===== src/rtl/alu_seq_pkg.sv =====
// Shared constants and types for the ALU instruction sequencer.
// Instruction layout: {opcode[1:0], a[7:0], b[7:0]}.
package alu_seq_pkg;

    localparam int unsigned INSTR_W = 18;
    localparam int unsigned DATA_W  = 8;

    localparam int unsigned OPC_MSB = 17;
    localparam int unsigned A_MSB   = 15;
    localparam int unsigned B_MSB   = 7;

    localparam logic [1:0] OP_ADD  = 2'b00;
    localparam logic [1:0] OP_XOR  = 2'b01;
    localparam logic [1:0] OP_NAND = 2'b10;
    localparam logic [1:0] OP_FUNC = 2'b11;

    typedef enum logic [1:0] {
        ST_IDLE  = 2'd0,
        ST_RUN   = 2'd1,
        ST_STALL = 2'd2
    } seq_state_e;

    function automatic logic [1:0] instr_opcode(input logic [INSTR_W-1:0] instr);
        return instr[OPC_MSB -: 2];
    endfunction

endpackage


===== src/rtl/alu_instr_sequencer_fifo.sv =====
// Synchronous instruction FIFO; occupancy is kept in a separate counter
// so the naturally wrapping pointers never need an extra full/empty bit.
module instr_fifo #(
    parameter int unsigned DEPTH = 4,
    parameter int unsigned WIDTH = 18,
    localparam int unsigned AW = $clog2(DEPTH),
    localparam int unsigned CW = $clog2(DEPTH + 1)
) (
    input  logic             clk,
    input  logic             rst,
    input  logic             push_i,
    input  logic             pop_i,
    input  logic [WIDTH-1:0] wdata_i,
    output logic [WIDTH-1:0] rdata_o,
    output logic             full_o,
    output logic             empty_o,
    output logic [CW-1:0]    count_o
);

    logic [WIDTH-1:0] mem_q [DEPTH];
    logic [AW-1:0]    wr_ptr_q;
    logic [AW-1:0]    rd_ptr_q;
    logic [CW-1:0]    count_q;
    logic             do_push;
    logic             do_pop;

    assign full_o  = (count_q == CW'(DEPTH));
    assign empty_o = (count_q == '0);
    assign do_push = push_i && !full_o;
    assign do_pop  = pop_i && !empty_o;
    assign count_o = count_q;
    assign rdata_o = empty_o ? '0 : mem_q[rd_ptr_q];

    always_ff @(posedge clk or posedge rst) begin
        if (rst) begin
            wr_ptr_q <= '0;
            rd_ptr_q <= '0;
            count_q  <= '0;
        end else begin
            if (do_push) wr_ptr_q <= wr_ptr_q + AW'(1);
            if (do_pop)  rd_ptr_q <= rd_ptr_q + AW'(1);
            case ({do_push, do_pop})
                2'b10:   count_q <= count_q + CW'(1);
                2'b01:   count_q <= count_q - CW'(1);
                default: count_q <= count_q;
            endcase
        end
    end

    // Storage needs no reset; the pointers and count define validity.
    always_ff @(posedge clk) begin
        if (do_push) mem_q[wr_ptr_q] <= wdata_i;
    end

endmodule


===== src/rtl/alu_instr_sequencer.sv =====
// Issue stage: buffers instructions, feeds the FIFO head to the external
// combinational ALU and registers its result for a downstream handshake.
module alu_instr_sequencer
    import alu_seq_pkg::*;
#(
    parameter int unsigned DEPTH = 4,
    parameter int unsigned CNT_W = 16,
    localparam int unsigned CW = $clog2(DEPTH + 1)
) (
    input  logic               clk,
    input  logic               rst,
    input  logic               in_valid,
    output logic               in_ready,
    input  logic [INSTR_W-1:0] in_instr,
    output logic [INSTR_W-1:0] alu_instr,
    input  logic [DATA_W-1:0]  alu_result,
    output logic               out_valid,
    input  logic               out_ready,
    output logic [DATA_W-1:0]  out_data,
    output logic [1:0]         out_opcode,
    output logic [CW-1:0]      fifo_count,
    output logic [CNT_W-1:0]   issued_count
);

    seq_state_e         state_q, state_d;
    logic               out_valid_q, out_valid_d;
    logic [DATA_W-1:0]  out_data_q, out_data_d;
    logic [1:0]         out_opcode_q, out_opcode_d;
    logic [CNT_W-1:0]   issued_q, issued_d;

    logic               fifo_full;
    logic               fifo_empty;
    logic [INSTR_W-1:0] head;
    logic               push_c;
    logic               issue_c;

    // Push decision uses registered occupancy only: no same-cycle pop bypass.
    assign in_ready = !fifo_full;
    assign push_c   = in_valid && in_ready;
    assign issue_c  = !fifo_empty && (!out_valid_q || out_ready);

    instr_fifo #(
        .DEPTH (DEPTH),
        .WIDTH (INSTR_W)
    ) u_fifo (
        .clk     (clk),
        .rst     (rst),
        .push_i  (push_c),
        .pop_i   (issue_c),
        .wdata_i (in_instr),
        .rdata_o (head),
        .full_o  (fifo_full),
        .empty_o (fifo_empty),
        .count_o (fifo_count)
    );

    assign alu_instr    = head;
    assign out_valid    = out_valid_q;
    assign out_data     = out_data_q;
    assign out_opcode   = out_opcode_q;
    assign issued_count = issued_q;

    always_comb begin
        state_d      = state_q;
        out_valid_d  = out_valid_q;
        out_data_d   = out_data_q;
        out_opcode_d = out_opcode_q;
        issued_d     = issued_q;

        if (issue_c) begin
            out_valid_d  = 1'b1;
            out_data_d   = alu_result;
            out_opcode_d = instr_opcode(head);
            issued_d     = issued_q + CNT_W'(1);
        end else if (out_valid_q && out_ready) begin
            out_valid_d = 1'b0;
        end

        case (state_q)
            ST_IDLE: begin
                if (push_c) state_d = ST_RUN;
            end
            ST_RUN: begin
                if (out_valid_q && !out_ready) begin
                    state_d = ST_STALL;
                end else if (fifo_empty && !push_c) begin
                    state_d = ST_IDLE;
                end
            end
            ST_STALL: begin
                if (out_ready) state_d = ST_RUN;
            end
            default: state_d = ST_IDLE;
        endcase
    end

    always_ff @(posedge clk or posedge rst) begin
        if (rst) begin
            state_q      <= ST_IDLE;
            out_valid_q  <= 1'b0;
            out_data_q   <= '0;
            out_opcode_q <= '0;
            issued_q     <= '0;
        end else begin
            state_q      <= state_d;
            out_valid_q  <= out_valid_d;
            out_data_q   <= out_data_d;
            out_opcode_q <= out_opcode_d;
            issued_q     <= issued_d;
        end
    end

endmodule


===== config.mk =====
export PLATFORM = sky130hd
export DESIGN_NAME = alu_instr_sequencer
export DESIGN_NICKNAME = d
export VERILOG_FILES = /design/src/rtl/alu_seq_pkg.sv /design/src/rtl/alu_instr_sequencer_fifo.sv /design/src/rtl/alu_instr_sequencer.sv
export SDC_FILE = /design/constraint.sdc
export NUM_CORES = 1
export LEC_CHECK = 0
export ABC_CLOCK_PERIOD_IN_PS = 2200
export CAP_MARGIN = 25
export CORE_MARGIN = 5
export CORE_UTILIZATION = 47
export DETAILED_ROUTE_END_ITERATION = 10
export PLACE_DENSITY = 0.76
export SYNTH_ARGS = -nofsm -noshare
export SYNTH_HDL_FRONTEND = slang
export SYNTH_SLANG_ARGS = --single-unit

===== constraint.sdc =====
create_clock -name clk -period 2.2 [get_ports clk]
set_clock_uncertainty 0.1 [all_clocks]
set_input_delay 0.44 -clock clk [delete_from_list [all_inputs] [get_ports clk]]
set_output_delay 0.44 -clock clk [all_outputs]
set_load 0.05 [all_outputs]

After elaboration in Yosys (flattened, before gate mapping). Memory sizes are Yosys's and may differ from the RTL's. Cells that the tools add are included.

Flip-flop bits (word level): 34. Bits in latches: 0. Memory bits (writable): 72. ROM bits: 0. Input bits: 30. Output and inout port bits: 49. Word-level logic and storage cells: 34. Memories kept: 1.

Add/sub/neg operators: 5. Multiply operators: 0. Divide/modulo/power cells: 0. $lt $le $gt $ge: 0. Equal/unequal tests: 3. Shift-type cells: 0. Muxes and demuxes: 6. Bitwise gates (word level): 0. Reductions and logical operators: 12.

Memory list: u_fifo.mem_q (depth 4, bits a word 18, read ports 1, clocked after Yosys merged registers in 0, write ports 1, line alu_instr_sequencer_fifo.sv:20) `logic [WIDTH-1:0] mem_q [DEPTH];`.

Operators by type and width (count): 18-bit 2-to-1 mux (1); 16-bit by 1-bit adder with 16-bit output, second input constant (1); 3-bit case mux with 2 select lines (1); 1-bit logical AND (5); 2-bit by 1-bit adder with 2-bit output, second input constant (2); 1-bit 2-to-1 mux (4); 2-bit nonzero test (2); 3-bit by 1-bit adder with 3-bit output, second input constant (1); 3-bit == test, second input constant (1); 1-bit zero test (3); 3-bit zero test (1); 3-bit by 1-bit subtractor with 3-bit output, second input constant (1); 2-bit by 1-bit == test with 1-bit output, second input constant (1); 2-bit == test, second input constant (1); 1-bit logical OR (1).

Longest topological paths before layout. Gate-level depths: netlist of the first run.

Word-level depth: 6. Mapped depth: 10. Depth with buffers taken out: 10.

By module. A second synthesis of the first run with hierarchy kept.

Cell total of the unflattened synthesis: 244. Area, all modules: 4555.6 um^2.

By module, submodules not included: instr_fifo (instances 1, cells each 153, area each 3310.7 um^2); alu_instr_sequencer (instances 1, cells each 91, area each 1244.9 um^2).

Worst setup path before layout of the first run. OpenSTA, ideal clock, no wires.

Kind: flip-flop to flip-flop. Start point: register u_fifo.count_q[2], in the netlist u_fifo.count_o[2]. End point: register u_fifo.count_q[2], in the netlist u_fifo.count_o[2]. Setup time: 0.082 ns. Arrival: 2.645 ns. Data required time: 2.018 ns. Setup slack: -0.627 ns. Stages on the path, launching flop included: 10. Path buffers: 0. Clock period less this slack: 2.827 ns. Cells stage by stage: dfrtp_1 > nand3_1 > and2_1 > inv_1 > ha_1 > inv_1 > fa_1 > xor2_1 > nor2_1 > xor2_1.

Longest elaborated chain between the ends: 6.

RTL lines: start: declaration (line alu_instr_sequencer_fifo.sv:23) `logic [CW-1:0] count_q;`; start signal: assignment (line alu_instr_sequencer_fifo.sv:43) `2'b10: count_q <= count_q + CW'(1);`; start signal: assignment (line alu_instr_sequencer_fifo.sv:44) `2'b01: count_q <= count_q - CW'(1);`; start signal: assignment (line alu_instr_sequencer_fifo.sv:45) `default: count_q <= count_q;`; 3-bit == test (*) (line alu_instr_sequencer_fifo.sv:27) `assign full_o = (count_q == CW'(DEPTH));`; 1-bit zero test (*) (line alu_instr_sequencer.sv:38) `assign in_ready = !fifo_full;`; net in_ready (line alu_instr_sequencer.sv:13) `output logic in_ready,`; 1-bit logical AND (line alu_instr_sequencer.sv:39) `assign push_c = in_valid && in_ready;`; 1-bit logical AND (*) (line alu_instr_sequencer_fifo.sv:29) `assign do_push = push_i && !full_o;`; 2-bit by 1-bit == test with 1-bit output or 2-bit == test (tied branches) (line alu_instr_sequencer_fifo.sv:42) `case ({do_push, do_pop})`; 3-bit case mux with 2 select lines or 2-bit nonzero test (tied branches).

Mark *: on every way through the listed nets, which the timed path passes. The rest lies on a longest branch. A chain may end at the register's enable or synchronous reset.

Final worst setup path of the first run.
Start point: register u_fifo.rd_ptr_q[0]. End point: output alu_instr[0].

Longest elaborated chain between the ends: 2.

RTL lines: start: declaration (line alu_instr_sequencer_fifo.sv:22) `logic [AW-1:0] rd_ptr_q;`; start signal: assignment (line alu_instr_sequencer_fifo.sv:41) `if (do_pop) rd_ptr_q <= rd_ptr_q + AW'(1);`; memory 4 x 18 bit; 18-bit 2-to-1 mux (line alu_instr_sequencer_fifo.sv:32) `assign rdata_o = empty_o ? '0 : mem_q[rd_ptr_q];`; end: declaration (line alu_instr_sequencer.sv:15) `output logic [INSTR_W-1:0] alu_instr,`.

No other way between the ends.

==> tab_implementation.tex, run 1 <==
\begin{tabular}{lr}
\hline
Metric & Value \\
\hline
\multicolumn{2}{l}{\textbf{Global routing}} \\
\quad Number of global-route vias before repair & 2,546 \\
\quad Antenna violations before repair & 0 \\
\quad Global Route Usage Sum & 15.1\% \\
\quad Wire length of the first global-routing pass & 12.9 mm \\
\quad Largest net degree at the start of global routing & 35 \\
\quad Total gr overflow & 0 \\
\multicolumn{2}{l}{\textbf{Power}} \\
\quad Relative contribution of combinational cells to total power & 53.6\% \\
\quad Clock network power share & 13.5\% \\
\quad Leak pwr & 2.17 nW \\
\quad Proportion of power drawn by flip-flops and latches & 32.9\% \\
\quad Share of total power consumed by net switching & 41.1\% \\
\quad Pwr/cell area & 1580 mW/mm\^{}2 \\
\quad Internal Power & 5.28 mW \\
\quad Maximum ir drop on the vdd rail & 0.000758 V \\
\quad Net load switching power & 3.68 mW \\
\multicolumn{2}{l}{\textbf{Layout}} \\
\quad Most frequent standard cell in the layout excluding fill and tap cells & edfxtp\_1 \\
\quad Layout cell share with drive strength beyond 1 & 33.1\% \\
\quad Final antenna diode count & 0 \\
\quad Commonest cells after routing, fill and taps aside & 72 x edfxtp\_1, 49 x clkdlybuf4s50\_1, 30 x dfrtp\_1 \\
\quad Net total in the final layout & 376 \\
\quad Area added between synthesis and finish & 33.4\% \\
\quad Non-filler instance count after layout & 452 \\
\multicolumn{2}{l}{\textbf{Routing}} \\
\quad Routed WL per cell & 17.5 um \\
\quad Detailed Route WL & 7.92 mm \\
\quad DRT iter0 DRCs & 43 \\
\quad Number of vias per cell after detailed routing & 5.08 \\
\quad Residual DRC & 0 \\
\quad DRT Pass-1 Iters & 4 \\
\quad Residual antenna-violating net count after detailed routing & 0 \\
\quad Total vias in the final route & 2,294 \\
\multicolumn{2}{l}{\textbf{Clocking}} \\
\quad Root buf cell & clkbuf\_8 \\
\quad Clock transition at the registers of the reported paths & 0.10 ns \\
\quad CTS tree & done \\
\quad Deepest level of the CTS H-tree & 3 \\
\quad Clk\_lat worst skew & 0.35 ns \\
\quad Hold buffers post-CTS & 0 \\
\quad Clock buffer depth & 2 \\
\quad Number of buffers inserted during clock tree synthesis & 9 \\
\quad TritonCTS Sinks & 106 \\
\multicolumn{2}{l}{\textbf{Worst setup path}} \\
\quad Largest driver fanout on the critical path & 10 \\
\quad Cell family with the largest share of critical-path delay & multiplexers \\
\quad Critical Path Max Stage Delay & 0.52 ns \\
\quad CP Cell Sequence & buf\_12, mux4\_2, and2\_4, buf\_6 \\
\quad Register-to-register setup slack & 0.23 ns \\
\quad Crit end category & primary output \\
\quad Startpoint of the worst register-to-register path & u\_fifo.count\_o[0] \\
\quad Critical Path Start & u\_fifo.rd\_ptr\_q[0] \\
\quad Critical path arrival & 1.81 ns \\
\quad Worst Path Class, Setup & flop to primary output \\
\quad Worst path buffer plus inverter count & 2 \\
\quad Sort of element at the start of the critical path & flop \\
\quad Required time of the worst setup path & 1.66 ns \\
\quad Slowest stage cell, crit path & mux4\_2 \\
\multicolumn{2}{l}{\textbf{STA}} \\
\quad Final-report setup violation count & 18 \\
\quad Smallest setup slack after layout & -0.147 ns \\
\quad Fmax & 426 MHz \\
\quad RSZ-0062 raised after global routing & yes \\
\quad Total negative setup slack & -2.15 ns \\
\quad Relative slew margins & 63.7\% \\
\quad Hold Vio Cnt, Final & 0 \\
\quad Transition time at the pin with the least slew margin & 0.543 ns \\
\quad Period utilization & 107\% \\
\quad Shortest period the worst path allows & 2.35 ns \\
\quad Final Max Slew Viols & 0 \\
\quad Worst hold slack after final layout & 0.382 ns \\
\multicolumn{2}{l}{\textbf{Floorplanning}} \\
\quad Cell row count & 34 \\
\quad Starting utilization of the core area & 48.5\% \\
\quad Die Area & 0.0111 mm\^{}2 \\
\quad Top-level I/O count & 79 \\
\quad Core box area & 0.00876 mm\^{}2 \\
\quad Die extent in x & 105 um \\
\quad Die height & 105 um \\
\multicolumn{2}{l}{\textbf{Flow run}} \\
\quad Number of max-capacitance violations reported & 0 \\
\multicolumn{2}{l}{\textbf{Outcome}} \\
\quad Violated checks & negative setup slack \\
\quad Outcome & finished with violations \\
\multicolumn{2}{l}{\textbf{Placed design}} \\
\quad DPL Wire Length & 5.31 mm \\
\quad GPL Wtd Cong & 0.776 \\
\quad Number of buffers inserted by port buffering & 78 \\
\quad Placed Cells & 435 \\
\multicolumn{2}{l}{\textbf{Yosys}} \\
\quad Number of distinct library cells after synthesis & 26 \\
\quad Synthesis warning total & 0 \\
\quad Synthesized area per cell & 17.5 um\^{}2 \\
\quad Sequential cell area fraction in the yosys report & 70.8\% \\
\quad Yosys reg bits & 106 \\
\quad Gate count of the mapped netlist & 243 \\
\quad Post-synthesis net count & 280 \\
\quad Total standard cell area after synthesis & 0.00425 mm\^{}2 \\
\multicolumn{2}{l}{\textbf{Min path}} \\
\quad Hold wc startpoint & issued\_count[15] \\
\quad Hold crit path type & flop to flop \\
\hline
\end{tabular}
cells in the mapped netlist:
cell	instances	area [um^2]
and2_1	19	119
and3_1	4	25.0
and4_1	1	8.76
buf_2	5	25.0
clkbuf_1	4	15.0
dfrtp_1	34	851
edfxtp_1	72	2160
fa_1	1	20.0
ha_1	6	75.1
inv_1	10	37.5
mux2_2	12	135
mux2i_1	1	10.0
mux4_2	18	405
nand2_1	9	33.8
nand2b_1	1	6.26
nand3_1	5	25.0
nand4_1	1	6.26
nor2_1	9	33.8
nor2b_1	1	6.26
nor3_1	5	25.0
nor4_4	1	21.3
or3_1	1	6.26
or4_1	1	7.51
or4b_1	1	10.0
xnor2_1	7	61.3
xor2_1	14	123
registers in the layout, indices dropped and copies added (netlist names):
name	count
issued_count	16
out_data	8
out_opcode	2
out_valid	1
u_fifo.count_o	3
u_fifo.mem_q	72
u_fifo.rd_ptr_q	2
u_fifo.wr_ptr_q	2
final timing paths:
path	depth (start not counted)	end
setup / recovery	4	alu_instr[0]
hold / removal	1	issued_count[15]
setup reg to reg	10	u_fifo.count_o[2]
hold reg to reg	1	issued_count[15]
max in group asynchronous	3	u_fifo.count_o[0]
min in group asynchronous	3	out_data[2]
final cells by class:
type	count	area, um^2
flip-flops and latches	106	3020
inverters	10	37.5
clock inverters	7	85.1
well taps	108	135
multi-input cells	118	1250
fillers	641	3090
clock buffers	9	124
repair buffers	94	1020
worst reg2reg max path, cell delays in order, from the launching register on:
cell	delay, ns
dfrtp_2	0.46
inv_2	0.11
nand3_4	0.10
and2_4	0.16
inv_2	0.06
ha_4	0.13
inv_2	0.04
fa_2	0.34
xor2_1	0.15
nor2_1	0.12
xor2_1	0.15
repair_timing:
item / 4_1_cts / 5_1_grt
pin swaps: 0 / 0
gates resized for setup: 40 / 7
hold endpoints to repair: 0 / 0
setup endpoints to repair: 22 / 24
buffers inserted: 1 / 0
through the flow:
stage | setup WS (ns) | instance area [um^2] | util [%] | total power, mW
detailed placement | -0.158 | 5330 | 60.8 | 7.42
CTS | -0.181 | 5650 | 64.5 | 9.06
floorplan | 0.00479 | 4310 | - | 5.92
global placement | -0.0927 | 5330 | 60.8 | 7.33
global route | -0.220 | 5670 | 64.7 | 9.38
finish | -0.147 | 5670 | 64.7 | 8.96
power by group through the flow:
stage	Combinational (mW)	Clock [mW]	Sequential [mW]
6_report	4.80	1.21	2.95
5_1_grt	5.05	1.33	3.00
4_1_cts	4.86	1.25	2.95
3_5_place_dp	4.42	0	3.00
3_3_place_gp	4.36	0	2.96
2_1_floorplan	2.37	0	3.55
routing by layer:
layer / routed length (um) / vias to the layer above / track usage [%] / part of all wire [%]
met1: 3240 / 1152 / 18.5 / 41
met4: 153 / 0 / 6.03 / 1.9
met2: 4200 / 46 / 25.4 / 53
li1: - / 1085 / - / -
met3: 327 / 11 / 3.88 / 4.1
met5: 0 / - / 0 / 0
cell families after synthesis:
kind of cell / after synthesis / synth area share [%]
fa+ha+maj: 7 / 2.24
flops: 106 / 70.8
xor+xnor: 21 / 4.32
simple gates: 59 / 7.85
mux: 31 / 12.9
buf+inv: 19 / 1.82
Power figures use the tool's default switching activity.
==> run 2: changes to the inputs <==
- CTS_CLUSTER_DIAMETER: unset -> 120
==> results of run 2 <==
The final DEF is identical to that of run 1; final timing and power are the same.
==> run 3: changes to the inputs <==
- ABC_CLOCK_PERIOD_IN_PS: 2200 -> 2940
- CORE_UTILIZATION: 47 -> 56
- PLACE_DENSITY: 0.76 -> 0.85
- clock period: 2.2 -> 2.94 ns (I/O delays scaled with it)
==> run 3 against run 2 <==
The run now ends clean. Worst setup slack improved by 0.39 ns. Count of clock-buffer cells in the layout grew 1. Sequential share of layout area is 3.4 points higher. Register-to-register slack better by 0.42 ns. Sequential cell count stayed put. Clock power fell by 28%. Largest power group unchanged.
==> tab_implementation.tex, run 3 (synthesis gave the netlist of run 1 again) <==
\begin{tabular}{lr}
\hline
Metric & Value \\
\hline
\multicolumn{2}{l}{\textbf{Floorplanning}} \\
\quad Die height & 97.2 um \\
\quad Top-level I/O count & 79 \\
\quad Die extent in x & 97.2 um \\
\quad Cell row count & 31 \\
\quad Core box area & 0.00733 mm\^{}2 \\
\quad Die Area & 0.00944 mm\^{}2 \\
\quad Starting utilization of the core area & 58.0\% \\
\multicolumn{2}{l}{\textbf{Layout}} \\
\quad Layout cell share with drive strength beyond 1 & 21.1\% \\
\quad Final antenna diode count & 0 \\
\quad Register name with the most flops & u\_fifo.mem\_q \\
\quad Area added between synthesis and finish & 25.2\% \\
\quad Post-route core utilization & 72.6\% \\
\quad Number of flip-flops in the largest register & 72 \\
\quad Commonest cells after routing, fill and taps aside & 72 x edfxtp\_1, 60 x clkdlybuf4s50\_1, 34 x dfrtp\_1 \\
\quad Most frequent standard cell in the layout excluding fill and tap cells & edfxtp\_1 \\
\quad Non-filler instance count after layout & 435 \\
\quad Net total in the final layout & 368 \\
\multicolumn{2}{l}{\textbf{Worst setup path}} \\
\quad Critical path arrival & 2.01 ns \\
\quad Worst path buffer plus inverter count & 2 \\
\quad Cell family with the largest share of critical-path delay & multiplexers \\
\quad Sort of element at the start of the critical path & flop \\
\quad Critical Path Max Stage Delay & 0.58 ns \\
\quad Largest driver fanout on the critical path & 20 \\
\quad Worst Path Class, Setup & flop to primary output \\
\quad CP Cell Sequence & buf\_4, mux4\_2, and2\_1, buf\_4 \\
\quad Slowest stage cell, crit path & mux4\_2 \\
\quad Crit end category & primary output \\
\quad Required time of the worst setup path & 2.25 ns \\
\quad Register-to-register setup slack & 0.65 ns \\
\quad CP dominant cell by count & buf\_4 \\
\multicolumn{2}{l}{\textbf{STA}} \\
\quad RSZ-0062 raised after global routing & no \\
\quad Final Max Slew Viols & 0 \\
\quad Fmax & 371 MHz \\
\quad Transition time at the pin with the least slew margin & 0.556 ns \\
\quad Period utilization & 91.8\% \\
\quad Total negative setup slack & 0 ns \\
\quad Relative slew margins & 62.8\% \\
\quad Hold Vio Cnt, Final & 0 \\
\quad Shortest period the worst path allows & 2.70 ns \\
\quad Final-report setup violation count & 0 \\
\multicolumn{2}{l}{\textbf{Routing}} \\
\quad Residual DRC & 0 \\
\quad Total vias in the final route & 2,328 \\
\quad Routed WL per cell & 18.1 um \\
\quad Number of vias per cell after detailed routing & 5.35 \\
\quad Detailed Route WL & 7.87 mm \\
\quad DRT Pass-1 Iters & 4 \\
\quad Residual antenna-violating net count after detailed routing & 0 \\
\quad DRT iter0 DRCs & 107 \\
\multicolumn{2}{l}{\textbf{Clocking}} \\
\quad Post-CTS sizing & 0 \\
\quad TritonCTS Sinks & 106 \\
\quad Number of post-CTS setup repair buffers & 0 \\
\quad CTS tree & done \\
\quad Clock transition at the registers of the reported paths & 0.09 ns \\
\quad Root buf cell & clkbuf\_8 \\
\quad Hold buffers post-CTS & 0 \\
\quad Deepest level of the CTS H-tree & 3 \\
\quad Number of buffers inserted during clock tree synthesis & 9 \\
\quad Clk\_lat worst skew & 0.35 ns \\
\quad Clock buffer depth & 2 \\
\multicolumn{2}{l}{\textbf{Global routing}} \\
\quad Largest net degree at the start of global routing & 26 \\
\quad Total gr overflow & 0 \\
\quad Antenna violations before repair & 0 \\
\quad Number of global-route vias before repair & 2,511 \\
\quad Global Route Usage Sum & 17.6\% \\
\quad Wire length of the first global-routing pass & 12.9 mm \\
\multicolumn{2}{l}{\textbf{Power}} \\
\quad Maximum ir drop on the vdd rail & 0.000617 V \\
\quad Pwr/cell area & 1150 mW/mm\^{}2 \\
\quad Overall Power & 6.13 mW \\
\quad Leak pwr & 1.97 nW \\
\multicolumn{2}{l}{\textbf{Flow run}} \\
\quad Number of max-capacitance violations reported & 0 \\
\multicolumn{2}{l}{\textbf{Outcome}} \\
\quad Outcome & finished, final reports clean \\
\multicolumn{2}{l}{\textbf{Placed design}} \\
\quad Number of buffers inserted by port buffering & 78 \\
\quad DPL Wire Length & 5.30 mm \\
\quad Placed Cells & 419 \\
\quad GPL Wtd Cong & 0.780 \\
\multicolumn{2}{l}{\textbf{Min path}} \\
\quad Hold crit path type & input port to async pin \\
\hline
\end{tabular}
run 3: area by class of cell:
type,count,area [um^2]
clock buffers,10,128
repair buffers,86,796
well taps,99,124
inverters,10,37.5
fillers,459,2010
clock inverters,6,63.8
flip-flops and latches,106,3010
multi-input cells,118,1160
run 3: per-stage QoR:
stage	instance area, um^2	setup slack (ns)	hold WS [ns]
final	5330	0.241	0.404
after global routing	5330	0.152	0.423
after CTS	5330	0.214	0.405
after detailed placement	5130	0.328	0.391
after global placement	5130	0.459	0.362
after floorplan	4250	0.113	0.434
run 3: power breakdown:
part           internal, mW  switching (mW)
Combinational          1.13            1.97
Sequential             1.99           0.185
Clock                 0.396           0.470
Total                  3.51            2.62
run 3: path summary, 6_finish.rpt:
| kind | startpoint | endpoint | depth (start not counted) |
|---|---|---|---|
| worst max-delay path | u_fifo.rd_ptr_q[0] | alu_instr[16] | 4 |
| worst min-delay path | rst | u_fifo.wr_ptr_q[1] | 2 |
| worst max register to register | u_fifo.count_o[0] | u_fifo.count_o[2] | 10 |
| worst min register to register | issued_count[13] | issued_count[13] | 1 |
| max in group asynchronous | rst | out_data[6] | 3 |
| min in group clk | issued_count[13] | issued_count[13] | 1 |
run 3: layer usage:
metal  up-vias  track usage, %  part of all wire [%]
met1      1192            20.7                    39
met2        64            31.3                    54
met4         0            6.91                   1.6
li1       1063               -                     -
met5         -               0                     0
met3         9            3.88                   5.1
